File: src/rtl/instr_fetch_pkg.sv
// Shared definitions for the instruction fetch unit: FSM state type, opcode
// constants, the opcode[7:6] operand-length encodings and the reset PC.
package instr_fetch_pkg;

  localparam int unsigned PcWidth = 16;

  typedef enum logic [1:0] {
    StFetch,
    StOper1,
    StOper2,
    StHalt
  } state_e;

  localparam logic [7:0] OpNop = 8'h00;
  localparam logic [7:0] OpHlt = 8'h01;

  // opcode[7:6] length field
  localparam logic [1:0] LenNoneA = 2'b00;
  localparam logic [1:0] LenNoneB = 2'b01;
  localparam logic [1:0] LenOne   = 2'b10;
  localparam logic [1:0] LenTwo   = 2'b11;

  localparam logic [PcWidth-1:0] ResetPc = '0;

  // Operand count (0..2) for an opcode's length field.
  function automatic logic [1:0] num_operands(input logic [1:0] len);
    unique case (len)
      LenOne:  num_operands = 2'd1;
      LenTwo:  num_operands = 2'd2;
      default: num_operands = 2'd0;
    endcase
  endfunction

endpackage

File: src/rtl/instr_fetch_if.sv
// Fetch-unit bus: async memory read port, jump/stall control and the outputs
// toward the first pipeline stage.
//   slave  : the fetch unit (reads MEM_DATA/JUMP/JUMP_ADDR/STALL)
//   master : the environment (memory + pipeline control)
interface instr_fetch_if;
  import instr_fetch_pkg::*;

  logic [7:0]         MEM_DATA;
  logic               JUMP;
  logic [PcWidth-1:0] JUMP_ADDR;
  logic               STALL;
  logic [PcWidth-1:0] MEM_ADDR;
  logic [7:0]         NEXT_INSTR;
  logic [15:0]        CONST_OUT;
  logic               CONST_VALID;
  logic               HALTED;

  modport slave (
    input  MEM_DATA, JUMP, JUMP_ADDR, STALL,
    output MEM_ADDR, NEXT_INSTR, CONST_OUT, CONST_VALID, HALTED
  );

  modport master (
    output MEM_DATA, JUMP, JUMP_ADDR, STALL,
    input  MEM_ADDR, NEXT_INSTR, CONST_OUT, CONST_VALID, HALTED
  );
endinterface

File: src/rtl/fetch_pc.sv
// Program counter with load (priority), increment (wraps 0xFFFF->0x0000) and hold.
//   clk_i, rst_ni : clock, async active-low reset (PC -> ResetPc)
//   load_i/load_addr_i : load PC
//   inc_i         : increment PC
//   pc_o          : current PC
module fetch_pc
  import instr_fetch_pkg::*;
(
  input  logic               clk_i,
  input  logic               rst_ni,
  input  logic               load_i,
  input  logic [PcWidth-1:0] load_addr_i,
  input  logic               inc_i,
  output logic [PcWidth-1:0] pc_o
);

  logic [PcWidth-1:0] pc_d, pc_q;

  always_comb begin
    pc_d = pc_q;
    if (load_i) begin
      pc_d = load_addr_i;
    end else if (inc_i) begin
      pc_d = pc_q + PcWidth'(1);
    end
  end

  always_ff @(posedge clk_i or negedge rst_ni) begin
    if (!rst_ni) begin
      pc_q <= ResetPc;
    end else begin
      pc_q <= pc_d;
    end
  end

  assign pc_o = pc_q;

endmodule

File: src/rtl/instr_fetch.sv
// Instruction fetch unit: reads opcode plus 0..2 little-endian operand bytes
// from an async memory and dispatches one opcode per instruction on
// NEXT_INSTR, with its operand word on CONST_OUT and CONST_VALID.
//   CLK, RST_bar : clock, async active-low reset
//   bus          : instr_fetch_if.slave (memory port, JUMP/STALL, outputs)
module instr_fetch
  import instr_fetch_pkg::*;
(
  input  logic          CLK,
  input  logic          RST_bar,
  instr_fetch_if.slave  bus
);

  state_e             state_d, state_q;
  logic [7:0]         ir_d, ir_q;
  logic [7:0]         lo_d, lo_q;
  logic [7:0]         hi_d, hi_q;
  logic [7:0]         next_instr_d, next_instr_q;
  logic               const_valid_d, const_valid_q;
  logic               pc_load, pc_inc;
  logic [PcWidth-1:0] pc;

  fetch_pc u_fetch_pc (
    .clk_i       (CLK),
    .rst_ni      (RST_bar),
    .load_i      (pc_load),
    .load_addr_i (bus.JUMP_ADDR),
    .inc_i       (pc_inc),
    .pc_o        (pc)
  );

  // HALT beats STALL beats JUMP beats normal fetch; every non-dispatch cycle
  // drives NOP / CONST_VALID=0 by default.
  always_comb begin
    state_d       = state_q;
    ir_d          = ir_q;
    lo_d          = lo_q;
    hi_d          = hi_q;
    next_instr_d  = OpNop;
    const_valid_d = 1'b0;
    pc_load       = 1'b0;
    pc_inc        = 1'b0;

    unique case (state_q)
      StFetch: begin
        if (!bus.STALL) begin
          if (bus.JUMP) begin
            pc_load = 1'b1;
          end else begin
            ir_d   = bus.MEM_DATA;
            pc_inc = 1'b1;
            if (num_operands(bus.MEM_DATA[7:6]) == 2'd0) begin
              next_instr_d = bus.MEM_DATA;
              if (bus.MEM_DATA == OpHlt) state_d = StHalt;
            end else begin
              state_d = StOper1;
            end
          end
        end
      end
      StOper1: begin
        if (!bus.STALL) begin
          lo_d   = bus.MEM_DATA;
          pc_inc = 1'b1;
          if (num_operands(ir_q[7:6]) == 2'd1) begin
            hi_d          = 8'h00;
            next_instr_d  = ir_q;
            const_valid_d = 1'b1;
            state_d       = StFetch;
          end else begin
            state_d = StOper2;
          end
        end
      end
      StOper2: begin
        if (!bus.STALL) begin
          hi_d          = bus.MEM_DATA;
          pc_inc        = 1'b1;
          next_instr_d  = ir_q;
          const_valid_d = 1'b1;
          state_d       = StFetch;
        end
      end
      StHalt: begin
        // sticky until reset
      end
    endcase
  end

  always_ff @(posedge CLK or negedge RST_bar) begin
    if (!RST_bar) begin
      state_q       <= StFetch;
      ir_q          <= OpNop;
      lo_q          <= 8'h00;
      hi_q          <= 8'h00;
      next_instr_q  <= OpNop;
      const_valid_q <= 1'b0;
    end else begin
      state_q       <= state_d;
      ir_q          <= ir_d;
      lo_q          <= lo_d;
      hi_q          <= hi_d;
      next_instr_q  <= next_instr_d;
      const_valid_q <= const_valid_d;
    end
  end

  assign bus.MEM_ADDR    = pc;
  assign bus.NEXT_INSTR  = next_instr_q;
  assign bus.CONST_OUT   = {hi_q, lo_q};
  assign bus.CONST_VALID = const_valid_q;
  assign bus.HALTED      = (state_q == StHalt);

endmodule

File: src/flat_wrapper.sv
// flat-port wrapper written by rule: the top's interface ports become plain ports
module instr_fetch_flat import instr_fetch_pkg::*;
  (CLK, RST_bar, bus_MEM_DATA, bus_JUMP, bus_JUMP_ADDR, bus_STALL, bus_MEM_ADDR, bus_NEXT_INSTR, bus_CONST_OUT, bus_CONST_VALID, bus_HALTED);
  instr_fetch_if bus_i ();
  input  logic CLK;
  input  logic RST_bar;
  input wire logic [$bits(bus_i.MEM_DATA)-1:0] bus_MEM_DATA;
  input wire logic [$bits(bus_i.JUMP)-1:0] bus_JUMP;
  input wire logic [$bits(bus_i.JUMP_ADDR)-1:0] bus_JUMP_ADDR;
  input wire logic [$bits(bus_i.STALL)-1:0] bus_STALL;
  output wire logic [$bits(bus_i.MEM_ADDR)-1:0] bus_MEM_ADDR;
  output wire logic [$bits(bus_i.NEXT_INSTR)-1:0] bus_NEXT_INSTR;
  output wire logic [$bits(bus_i.CONST_OUT)-1:0] bus_CONST_OUT;
  output wire logic [$bits(bus_i.CONST_VALID)-1:0] bus_CONST_VALID;
  output wire logic [$bits(bus_i.HALTED)-1:0] bus_HALTED;
  assign bus_i.MEM_DATA = bus_MEM_DATA;
  assign bus_i.JUMP = bus_JUMP;
  assign bus_i.JUMP_ADDR = bus_JUMP_ADDR;
  assign bus_i.STALL = bus_STALL;
  assign bus_MEM_ADDR = bus_i.MEM_ADDR;
  assign bus_NEXT_INSTR = bus_i.NEXT_INSTR;
  assign bus_CONST_OUT = bus_i.CONST_OUT;
  assign bus_CONST_VALID = bus_i.CONST_VALID;
  assign bus_HALTED = bus_i.HALTED;
  instr_fetch u_core (.CLK(CLK), .RST_bar(RST_bar), .bus(bus_i));
endmodule
File: config.mk
export PLATFORM = sky130hd
export DESIGN_NAME = instr_fetch_flat
export DESIGN_NICKNAME = d
export VERILOG_FILES = /design/src/rtl/instr_fetch_pkg.sv /design/src/rtl/instr_fetch_if.sv /design/src/rtl/fetch_pc.sv /design/src/rtl/instr_fetch.sv /design/src/flat_wrapper.sv
export SDC_FILE = /design/constraint.sdc
export NUM_CORES = 1
export LEC_CHECK = 0
export BUFFER_PORTS_ARGS = -buffer_cell sky130_fd_sc_hd__buf_2
export CAP_MARGIN = 15
export CORE_UTILIZATION = 40
export DETAILED_ROUTE_END_ITERATION = 8
export PLACE_DENSITY = 0.74
export REMOVE_ABC_BUFFERS = 1
export SETUP_SLACK_MARGIN = 0.3
export SYNTH_ARGS = -nofsm -noshare
export SYNTH_HDL_FRONTEND = slang
export SYNTH_SLANG_ARGS = --single-unit
File: constraint.sdc
create_clock -name CLK -period 1.9 [get_ports CLK]
set_input_delay 0.38 -clock CLK [delete_from_list [all_inputs] [get_ports CLK]]
set_output_delay 0.38 -clock CLK [all_outputs]
set_load 0.05 [all_outputs]
==> reports/metrics.csv, run 1 <==
metric,value,unit
post_drt_wl_per_cell,17.03,µm
grt_pass1_wl,11270,µm
crit_slowest_cell,or4_1,
post-route-min-period,1.731,ns
drtPass1Iterations,4,
hold_ws,0.02002,ns
start_util,41.62,%
areaGrowthSynthToFinish,43.06,%
use_met2,38.56,%
layout_commonest_cell,buf_2,
place_congestion,0.9151,
core.rowCount,28,
finalNetCount,370,
period_share,91.08,%
cp.arrival,1.98,ns
min_path_type,input port to async pin,
placed_cells,385,
finalClockSkew,0.008815,ns
endpoint_kind,flop,
max_stage_delay,0.47,ns
num_vias,2375,
cp.required,2.15,ns
yosysSeqAreaShare,51.49,%
clkTransAtPathRegs,0.11,ns
die_w,80.72,µm
die_height,80.72,µm
drt_iter0_drc,60,
wirelength,7033,µm
synth_cell_types,46,
final_cell_mix,"68 x buf_2, 50 x dfrtp_1, 30 x nand2_1, 20 x buf_4, 13 x o21ai_0",
critical-path-top-delay-family,simple AND/OR/NAND/NOR gates,
worst_pin_slew,0.4266,ns
grt_pass1_vias,2354,
hpwlAfterDp,4266,µm
vias_per_cell,5.751,
power_density,525.8,nW/µm²
slew_violations,0,
ant_nets,0,
power.leakage,0.001690,µW
place.port_buffers,69,
crit_path_start_kind,flop,
avgSynthCellArea,10.28,µm²
drc_errors,0,
antenna-diode-count,0,
p_total,1865,µW
cts_root_buf,clkbuf_8,
ys_top_cells_by_area,"dfrtp_1 51%, mux2_2 6.8%, nand2_1 4.7%, o21ai_0 3.6%, a21oi_1 2.6%",
pin_count,70,
switching_share,25.28,%
ctsLongestPathBuffers,2,
power_frac_seq,58.2,%
cts_buffers,5,
hold_violations,0,
peakVddDrop,0.0004001,V
use_met1,28.47,%
drive_gt1_share,50.00,%
status,"finished, final reports clean",
synth_edf_count,0,
dieArea,6516,µm²
antenna_found_initial,0,
synth_top_area_cell,dfrtp_1,
grt.busiest_layer,met2,
cts.htree.levels,2,
clkPwrFrac,37.4,%
net-switching-power,471.4,µW
cap_violations,0,
clock_sinks,51,
maxSlewHeadroom,71.49,%
p_comb_share,4.5,%
overflow,0,
synthesis.area,2479,µm²
worst-setup-path-type,flop to flop,
core-area,5956,µm²
grt_start_max_net_pins,52,
grt_use_met3,4.205,%
cts_tree,yes,
clk_latency,0.31,ns
synthFlopType,dfrtp_1,
fmax,577.9,MHz
setup_viol,0,
path_max_fanout,4,
cp_num_buf_inv,1,
grt_usage,22.79,%
yosys_warnings,0,
path_cells,inv_2 > ha_4 > and2b_2 > o21ai_4 > or4_1 > nand3_1,
grt_setup_unrepaired,yes,
internal_power,1393,µW
synth_top_cell_area_share,51.49,%
synthArstFlopShare,100.0,%
syn_inst,241,
instances_no_fill,413,
yosys_register_bits,51,
==> kinds of logic after synthesis <==
| logic type | count (synthesis) | synth area share [%] |
|---|---|---|
| flops | 51 | 51.49 |
| mux | 18 | 8.026 |
| fa+ha+maj | 5 | 2.524 |
| compound gates | 68 | 17.87 |
| buf+inv | 20 | 3.533 |
| simple gates | 79 | 16.56 |
==> registers in the layout, summed over array words and instances, names as in the netlist <==
name / cells
u_core.ir_q: 8
u_core.bus.CONST_VALID: 1
u_core.hi_q: 8
u_core.bus.NEXT_INSTR: 8
u_core.state_q: 2
u_core.u_fetch_pc.pc_o: 16
u_core.lo_q: 8
==> worst paths after layout <==
check,depth (start not counted),from,end,slack (ns)
min in group CLK,3,bus_JUMP_ADDR[11],u_core.u_fetch_pc.pc_o[11]$_DFFE_PN0P_,0.31
hold / removal,2,RST_bar,u_core.u_fetch_pc.pc_o[5]$_DFFE_PN0P_,0.02
hold reg to reg,2,u_core.hi_q[2]$_DFFE_PN0P_,u_core.hi_q[2]$_DFFE_PN0P_,0.49
setup reg to reg,6,u_core.state_q[1]$_DFFE_PN0P_,u_core.u_fetch_pc.pc_o[15]$_DFFE_PN0P_,0.17
setup / recovery,6,u_core.state_q[1]$_DFFE_PN0P_,u_core.u_fetch_pc.pc_o[15]$_DFFE_PN0P_,0.17
max in group asynchronous,2,RST_bar,u_core.state_q[0]$_DFFE_PN0P_,1.60
==> power by group through the flow <==
stage | combinational, µW | clock, µW | sequential, µW
final | 83.4 | 696 | 1080
after global routing | 93.0 | 759 | 1080
after CTS | 82.3 | 704 | 1080
after detailed placement | 77.5 | 0 | 1110
after global placement | 76.8 | 0 | 1110
after floorplan | 7.15 | 0 | 1110
==> synthesized netlist by cell type, drive strengths merged, types with 2 or more instances <==
master   instances
and3             3
ha               5
a21oi           13
a22o             6
nand4            2
and2             2
buf              5
a2bb2oi          5
inv              8
dfrtp           51
a31oi            6
nand3b           2
nor4             2
nand2           31
nor3b            4
o21ai           18
o211ai           2
a22oi            4
mux2i            3
nand2b           2
nor2             6
mux2            15
nor3             5
nand3           13
o22ai            7
clkbuf           7
==> timing repair <==
item                                   CTS  global route
gates cloned                             2             0
setup endpoints to repair               41            51
setup buffers                           10             8
pin swaps                                5             5
endpoints found under the hold margin    0             0
gates resized for setup                 53            24
hold buffers                             0             0
==> layout make-up <==
| type | count | area (µm²) |
|---|---|---|
| clock buffer | 5 | 68.82 |
| inverter | 8 | 30.03 |
| timing repair buffer | 101 | 683.2 |
| multi-input combinational | 170 | 1364 |
| tap | 75 | 93.84 |
| sequential | 51 | 1277 |
| fill | 490 | 2410 |
| clock inverter | 3 | 28.78 |
==> metrics by stage <==
step / instance area [µm²] / worst slack (ns) / utilization (%) / setup TNS (ns)
finish: 3546 / 0.1694 / 59.54 / 0
detailed placement: 2975 / 0.01578 / 49.96 / 0
global route: 3546 / 0.1131 / 59.54 / 0
global placement: 2975 / 0.08747 / 49.96 / 0
CTS: 3387 / 0.1913 / 56.87 / 0
floorplan: 2421 / -0.3410 / - / -3.814
==> per-layer routing <==
layer,share of wire [%],up-vias
met5,0,-
met4,2.5,0
met3,6.2,16
met2,50,102
met1,42,1184
li1,-,1073
Power figures use the tool's default switching activity.
==> inputs of run 2 (changes only) <==
--- a/config.mk
+++ b/config.mk
@@ -9,7 +9,6 @@
 export CAP_MARGIN = 15
 export CORE_UTILIZATION = 40
 export DETAILED_ROUTE_END_ITERATION = 8
-export PLACE_DENSITY = 0.74
 export REMOVE_ABC_BUFFERS = 1
 export SETUP_SLACK_MARGIN = 0.3
 export SYNTH_ARGS = -nofsm -noshare
==> reports/metrics.csv, run 2 (same netlist as run 1, synthesis figures left out) <==
metric,value,unit,change
min_path_type,input port to async pin,,
endpoint_kind,flop,,
cap_violations,0,,unchanged
grt_usage,19.98,%,-2.8 points
die_w,80.72,µm,unchanged
hpwlAfterDp,4310,µm,+1.0%
cts_root_buf,clkbuf_8,,
drive_gt1_share,46.69,%,-3.3 points
cts_buffers,5,,unchanged
status,"finished, final reports clean",,
peakVddDrop,0.0004417,V,+10%
hold_ws,0.04136,ns,+0.02135 ns
drt_iter0_drc,94,,+57%
place.port_buffers,69,,unchanged
antenna-diode-count,0,,unchanged
ctsHoldBuffers,0,,unchanged
grt_pass1_vias,2062,,-12%
place_congestion,0.8605,,-6.0%
worst_pin_slew,0.5889,ns,+0.1623 ns
grt_setup_unrepaired,yes,,
maxSlewHeadroom,60.18,%,-11 points
cp.arrival,1.87,ns,-0.11 ns
r2r_end,u_core.state_q[0]$_DFFE_PN0P_,,
placed_area,2998,µm²,+0.76%
finalClockSkew,0.01237,ns,+0.003551 ns
finalNetCount,364,,-1.6%
final_cell_mix,"68 x buf_2, 49 x dfrtp_1, 31 x nand2_1, 17 x buf_4",,
slew_violations,0,,unchanged
ctsLongestPathBuffers,2,,unchanged
setup_ws,0.2524,ns,+0.08295 ns
r2r_setup_slack,0.25,ns,+0.08 ns
period_share,86.72,%,-4.4 points
path_max_fanout,3,,-1
areaGrowthSynthToFinish,37.20,%,
cp.required,2.12,ns,-0.03 ns
largest_register_ffs,16,,unchanged
power_density,537.5,nW/µm²,+2.2%
cts.htree.levels,2,,unchanged
timing.rr.start,u_core.state_q[0]$_DFFE_PN0P_,,
core.rowCount,28,,unchanged
num_vias,2190,,-7.8%
clock_sinks,51,,unchanged
ant_nets,0,,unchanged
core-area,5956,µm²,unchanged
wirelength,6554,µm,-6.8%
setup_viol,0,,unchanged
antenna_found_initial,0,,unchanged
post-route-min-period,1.648,ns,-0.08295 ns
clk_latency,0.31,ns,about the same
cts_tree,yes,,
drc_errors,0,,unchanged
reg2regPathDepth,7,,+1
grt_pass1_wl,9998,µm,-11%
clkTransAtPathRegs,0.09,ns,-0.02 ns
power.leakage,0.001625,µW,-3.8%
fin_area,3401,µm²,-4.1%
layout_commonest_cell,buf_2,,
worst-setup-path-type,flop to flop,,
dieArea,6516,µm²,unchanged
place_ws,0.007822,ns,-0.007960 ns
die_height,80.72,µm,unchanged
p_total,1828,µW,-2.0%
post_drt_wl_per_cell,16.10,µm,-5.4%
pin_count,70,,unchanged
overflow,0,,unchanged
vias_per_cell,5.381,,-6.4%
fmax,606.9,MHz,+5.0%
drtPass1Iterations,4,,unchanged
hold_violations,0,,unchanged
start_util,41.62,%,unchanged
fin_util,57.10,%,-2.4 points
crit_path_start_kind,flop,,
grt_start_max_net_pins,52,,unchanged
[run 2: layer usage]
layer  routed length, µm  vias to the layer above  GRT usage, %
li1                    -                     1070             -
met3                 279                        7         3.523
met5                   0                        -             0
met2                3226                       58         33.39
met1                2963                     1055         26.69
met4                  85                        0         5.179
[run 2: worst max-delay path, stage by stage (launching register included)]
cell      delay, ns
dfrtp_2        0.44
inv_2          0.08
ha_4           0.27
and2b_2        0.18
buf_6          0.12
a211oi_4       0.03
nor2_2         0.21
mux2i_1        0.24
[run 2: cell type report]
type	instances	area [µm²]
Fill cell	546	2555
Multi-Input combinational cell	171	1318
Sequential cell	51	1279
Timing Repair Buffer	94	586.8
Tap cell	75	93.84
Clock buffer	5	68.82
Inverter	8	32.53
Clock inverter	3	22.52
[run 2: repair_timing]
action                                  4_1_cts  5_1_grt
gates cloned                                  1        1
resized for setup                            37       24
endpoints found under the setup margin       43       50
pin swaps                                     8        5
setup buffers                                 6        3
[run 2: metrics by stage]
stage | TNS, ns | cells
final | 0 | 407
after global placement | 0 | 388
after CTS | 0 | 403
after global routing | 0 | 407
after floorplan | -3.814 | 229
after detailed placement | 0 | 388
[run 2: where the power goes]
group	internal, µW	switching, µW	total [µW]
logic	29.9	54.2	84.1
registers	1080	0	1080
clock network	267	392	659
total	1380	446	1830
[run 2: how the worst max path moves through the flow]
stage | start | endpoint | slack [ns]
finish | u_core.state_q[0]$_DFFE_PN0P_ | u_core.state_q[0]$_DFFE_PN0P_ | 0.25
global route | u_core.state_q[0]$_DFFE_PN0P_ | u_core.state_q[0]$_DFFE_PN0P_ | 0.17
CTS | u_core.state_q[1]$_DFFE_PN0P_ | u_core.u_fetch_pc.pc_o[15]$_DFFE_PN0P_ | 0.26
detailed placement | u_core.state_q[0]$_DFFE_PN0P_ | u_core.u_fetch_pc.pc_o[15]$_DFFE_PN0P_ | 0.008
global placement | u_core.state_q[0]$_DFFE_PN0P_ | u_core.u_fetch_pc.pc_o[15]$_DFFE_PN0P_ | 0.04
floorplan | u_core.state_q[0]$_DFFE_PN0P_ | u_core.bus.NEXT_INSTR[0]$_DFF_PN0_ | -0.34
==> inputs of run 3 (changes only) <==
--- a/config.mk
+++ b/config.mk
@@ -7,8 +7,9 @@
 export LEC_CHECK = 0
 export BUFFER_PORTS_ARGS = -buffer_cell sky130_fd_sc_hd__buf_2
 export CAP_MARGIN = 15
-export CORE_UTILIZATION = 40
+export CORE_UTILIZATION = 45
 export DETAILED_ROUTE_END_ITERATION = 8
+export PLACE_DENSITY = 0.75
 export REMOVE_ABC_BUFFERS = 1
 export SETUP_SLACK_MARGIN = 0.3
 export SYNTH_ARGS = -nofsm -noshare
==> reports/metrics.csv, run 3 (same netlist as run 1, synthesis figures left out) <==
metric,value,unit,change
status,"finished, final reports clean",,
path_max_fanout,7,,+4
r2r_end,u_core.u_fetch_pc.pc_o[10]$_DFFE_PN0P_,,
start_util,47.62,%,+6.0 points
drtPass1Iterations,6,,+2
hold_violations,0,,unchanged
finalClockSkew,0.009323,ns,-0.003043 ns
maxSlewHeadroom,67.18,%,+7.0 points
worst-setup-path-type,flop to flop,,
core-area,5205,µm²,-13%
clock_sinks,51,,unchanged
grt_pass1_vias,2137,,+3.6%
dieArea,5809,µm²,-11%
cts_root_buf,clkbuf_8,,
cp_num_buf_inv,4,,+2
vias_per_cell,5.901,,+9.7%
die_height,76.22,µm,-5.6%
placed_area,2969,µm²,-0.96%
drc_errors,0,,unchanged
power.leakage,0.001691,µW,+4.0%
slew_violations,0,,unchanged
hpwlAfterDp,4265,µm,-1.1%
drive_gt1_share,47.16,%,+0.48 points
fin_area,3483,µm²,+2.4%
areaGrowthSynthToFinish,40.54,%,
antenna_found_initial,0,,unchanged
num_vias,2390,,+9.1%
setup_ws,0.2356,ns,-0.01679 ns
clkTransAtPathRegs,0.09,ns,about the same
pin_count,70,,unchanged
instances_no_fill,405,,-0.49%
placed_cells,380,,-2.1%
place_congestion,0.8748,,+1.7%
cts.htree.levels,2,,unchanged
crit_slowest_cell,dfrtp_1,,
cts_tree,yes,,
largest_register_ffs,16,,unchanged
ctsLongestPathBuffers,2,,unchanged
power_density,551.6,nW/µm²,+2.6%
peakVddDrop,0.0004477,V,+1.4%
crit_path_start_kind,flop,,
post-route-min-period,1.664,ns,+0.01679 ns
grt_start_max_net_pins,34,,-35%
layout_commonest_cell,buf_2,,
wirelength,7100,µm,+8.3%
fin_tns_setup,0,ns,unchanged
drt_iter0_drc,188,,+100%
cp.required,2.12,ns,about the same
overflow,0,,unchanged
reg2regPathDepth,9,,+2
die_w,76.22,µm,-5.6%
min_path_type,input port to async pin,,
r2r_setup_slack,0.24,ns,-0.02 ns
hold_ws,0.02026,ns,-0.02110 ns
core.rowCount,26,,-7.1%
ant_nets,0,,unchanged
fmax,600.8,MHz,-1.0%
period_share,87.60,%,+0.88 points
final_cell_mix,"69 x buf_2, 51 x dfrtp_1, 31 x nand2_1, 16 x buf_4, 14 x o21ai_0",,
cp.arrival,1.88,ns,about the same
grt_setup_unrepaired,yes,,
max_stage_delay,0.41,ns,-0.03 ns
finalNetCount,367,,+0.82%
cts_buffers,5,,unchanged
cap_violations,0,,unchanged
endpoint_kind,flop,,
grt_pass1_wl,10110,µm,+1.1%
fillerInstances,389,,-29%
place_ws,0.02195,ns,+0.01413 ns
timing.rr.start,u_core.state_q[1]$_DFFE_PN0P_,,
path_cells,inv_2 > ha_4 > buf_6 > nand3b_1 > buf_6 > clkbuf_16 > o41ai_2 > a21oi_1 > a21oi_1,,
place.port_buffers,69,,unchanged
antenna-diode-count,0,,unchanged
worst_pin_slew,0.4896,ns,-0.09929 ns
post_drt_wl_per_cell,17.53,µm,+8.9%
setup_viol,0,,unchanged
critical-path-top-delay-family,buffers and inverters,,
clk_latency,0.30,ns,about the same
grt_usage,21.83,%,+1.9 points
cp.depth,9,,+2
run 3: changes by cell type in the layout (fill, tap and decap cells not counted), sizes merged:
cell,delta
bufinv,+1
a211o,-1
a31o,+1
clkinv,+1
inv,-2
buf,+1
clkbuf,+2
run 3: what timing repair did:
item	CTS	global route
hold buffers	0	0
resized for setup	25	35
gates cloned	0	5
pin swaps	1	11
setup endpoints to repair	42	49
buffers inserted	2	10
run 3: power by group:
part | total (µW) | leakage, µW | switching (µW) | internal, µW
logic | 85.2 | 0.000951 | 56.1 | 29.1
clock network | 752 | 0.0000581 | 360 | 392
registers | 1080 | 0.000682 | 0 | 1080
total | 1920 | 0.00169 | 416 | 1510
run 3: layout make-up:
cell class	instances	area (µm²)	area share [%]
Sequential cell	51	1276	36.64
Timing Repair Buffer	97	649.4	18.64
Tap cell	70	87.58	2.514
Clock buffer	5	68.82	1.976
Inverter	8	30.03	0.8621
Clock inverter	3	43.79	1.257
Multi-Input combinational cell	171	1328	38.11
run 3: worst max-delay path by stage:
| stage | startpoint | endpoint | slack, ns |
|---|---|---|---|
| after floorplan | u_core.state_q[0]$_DFFE_PN0P_ | u_core.bus.NEXT_INSTR[0]$_DFF_PN0_ | -0.34 |
| after global placement | u_core.state_q[0]$_DFFE_PN0P_ | u_core.u_fetch_pc.pc_o[12]$_DFFE_PN0P_ | 0.09 |
| after detailed placement | u_core.state_q[0]$_DFFE_PN0P_ | u_core.u_fetch_pc.pc_o[2]$_DFFE_PN0P_ | 0.02 |
| after CTS | u_core.state_q[0]$_DFFE_PN0P_ | bus_HALTED | 0.23 |
| after global routing | u_core.state_q[1]$_DFFE_PN0P_ | u_core.u_fetch_pc.pc_o[10]$_DFFE_PN0P_ | 0.16 |
| final | u_core.state_q[1]$_DFFE_PN0P_ | u_core.u_fetch_pc.pc_o[10]$_DFFE_PN0P_ | 0.24 |
run 3: routing by layer:
metal,vias to the layer above,track usage (%),share of wire [%]
met4,0,8.269,2.9
met3,21,5.389,7.5
met5,-,0,0
met1,1161,27.96,41
li1,1077,-,-
met2,131,35.68,48
run 3: per-stage QoR:
step           power (µW)  utilization, %
6_report             1921           66.92
5_1_grt              1994           66.92
4_1_cts              1936           61.37
3_5_place_dp         1183           57.04
3_3_place_gp         1183           57.04
2_1_floorplan        1113               -
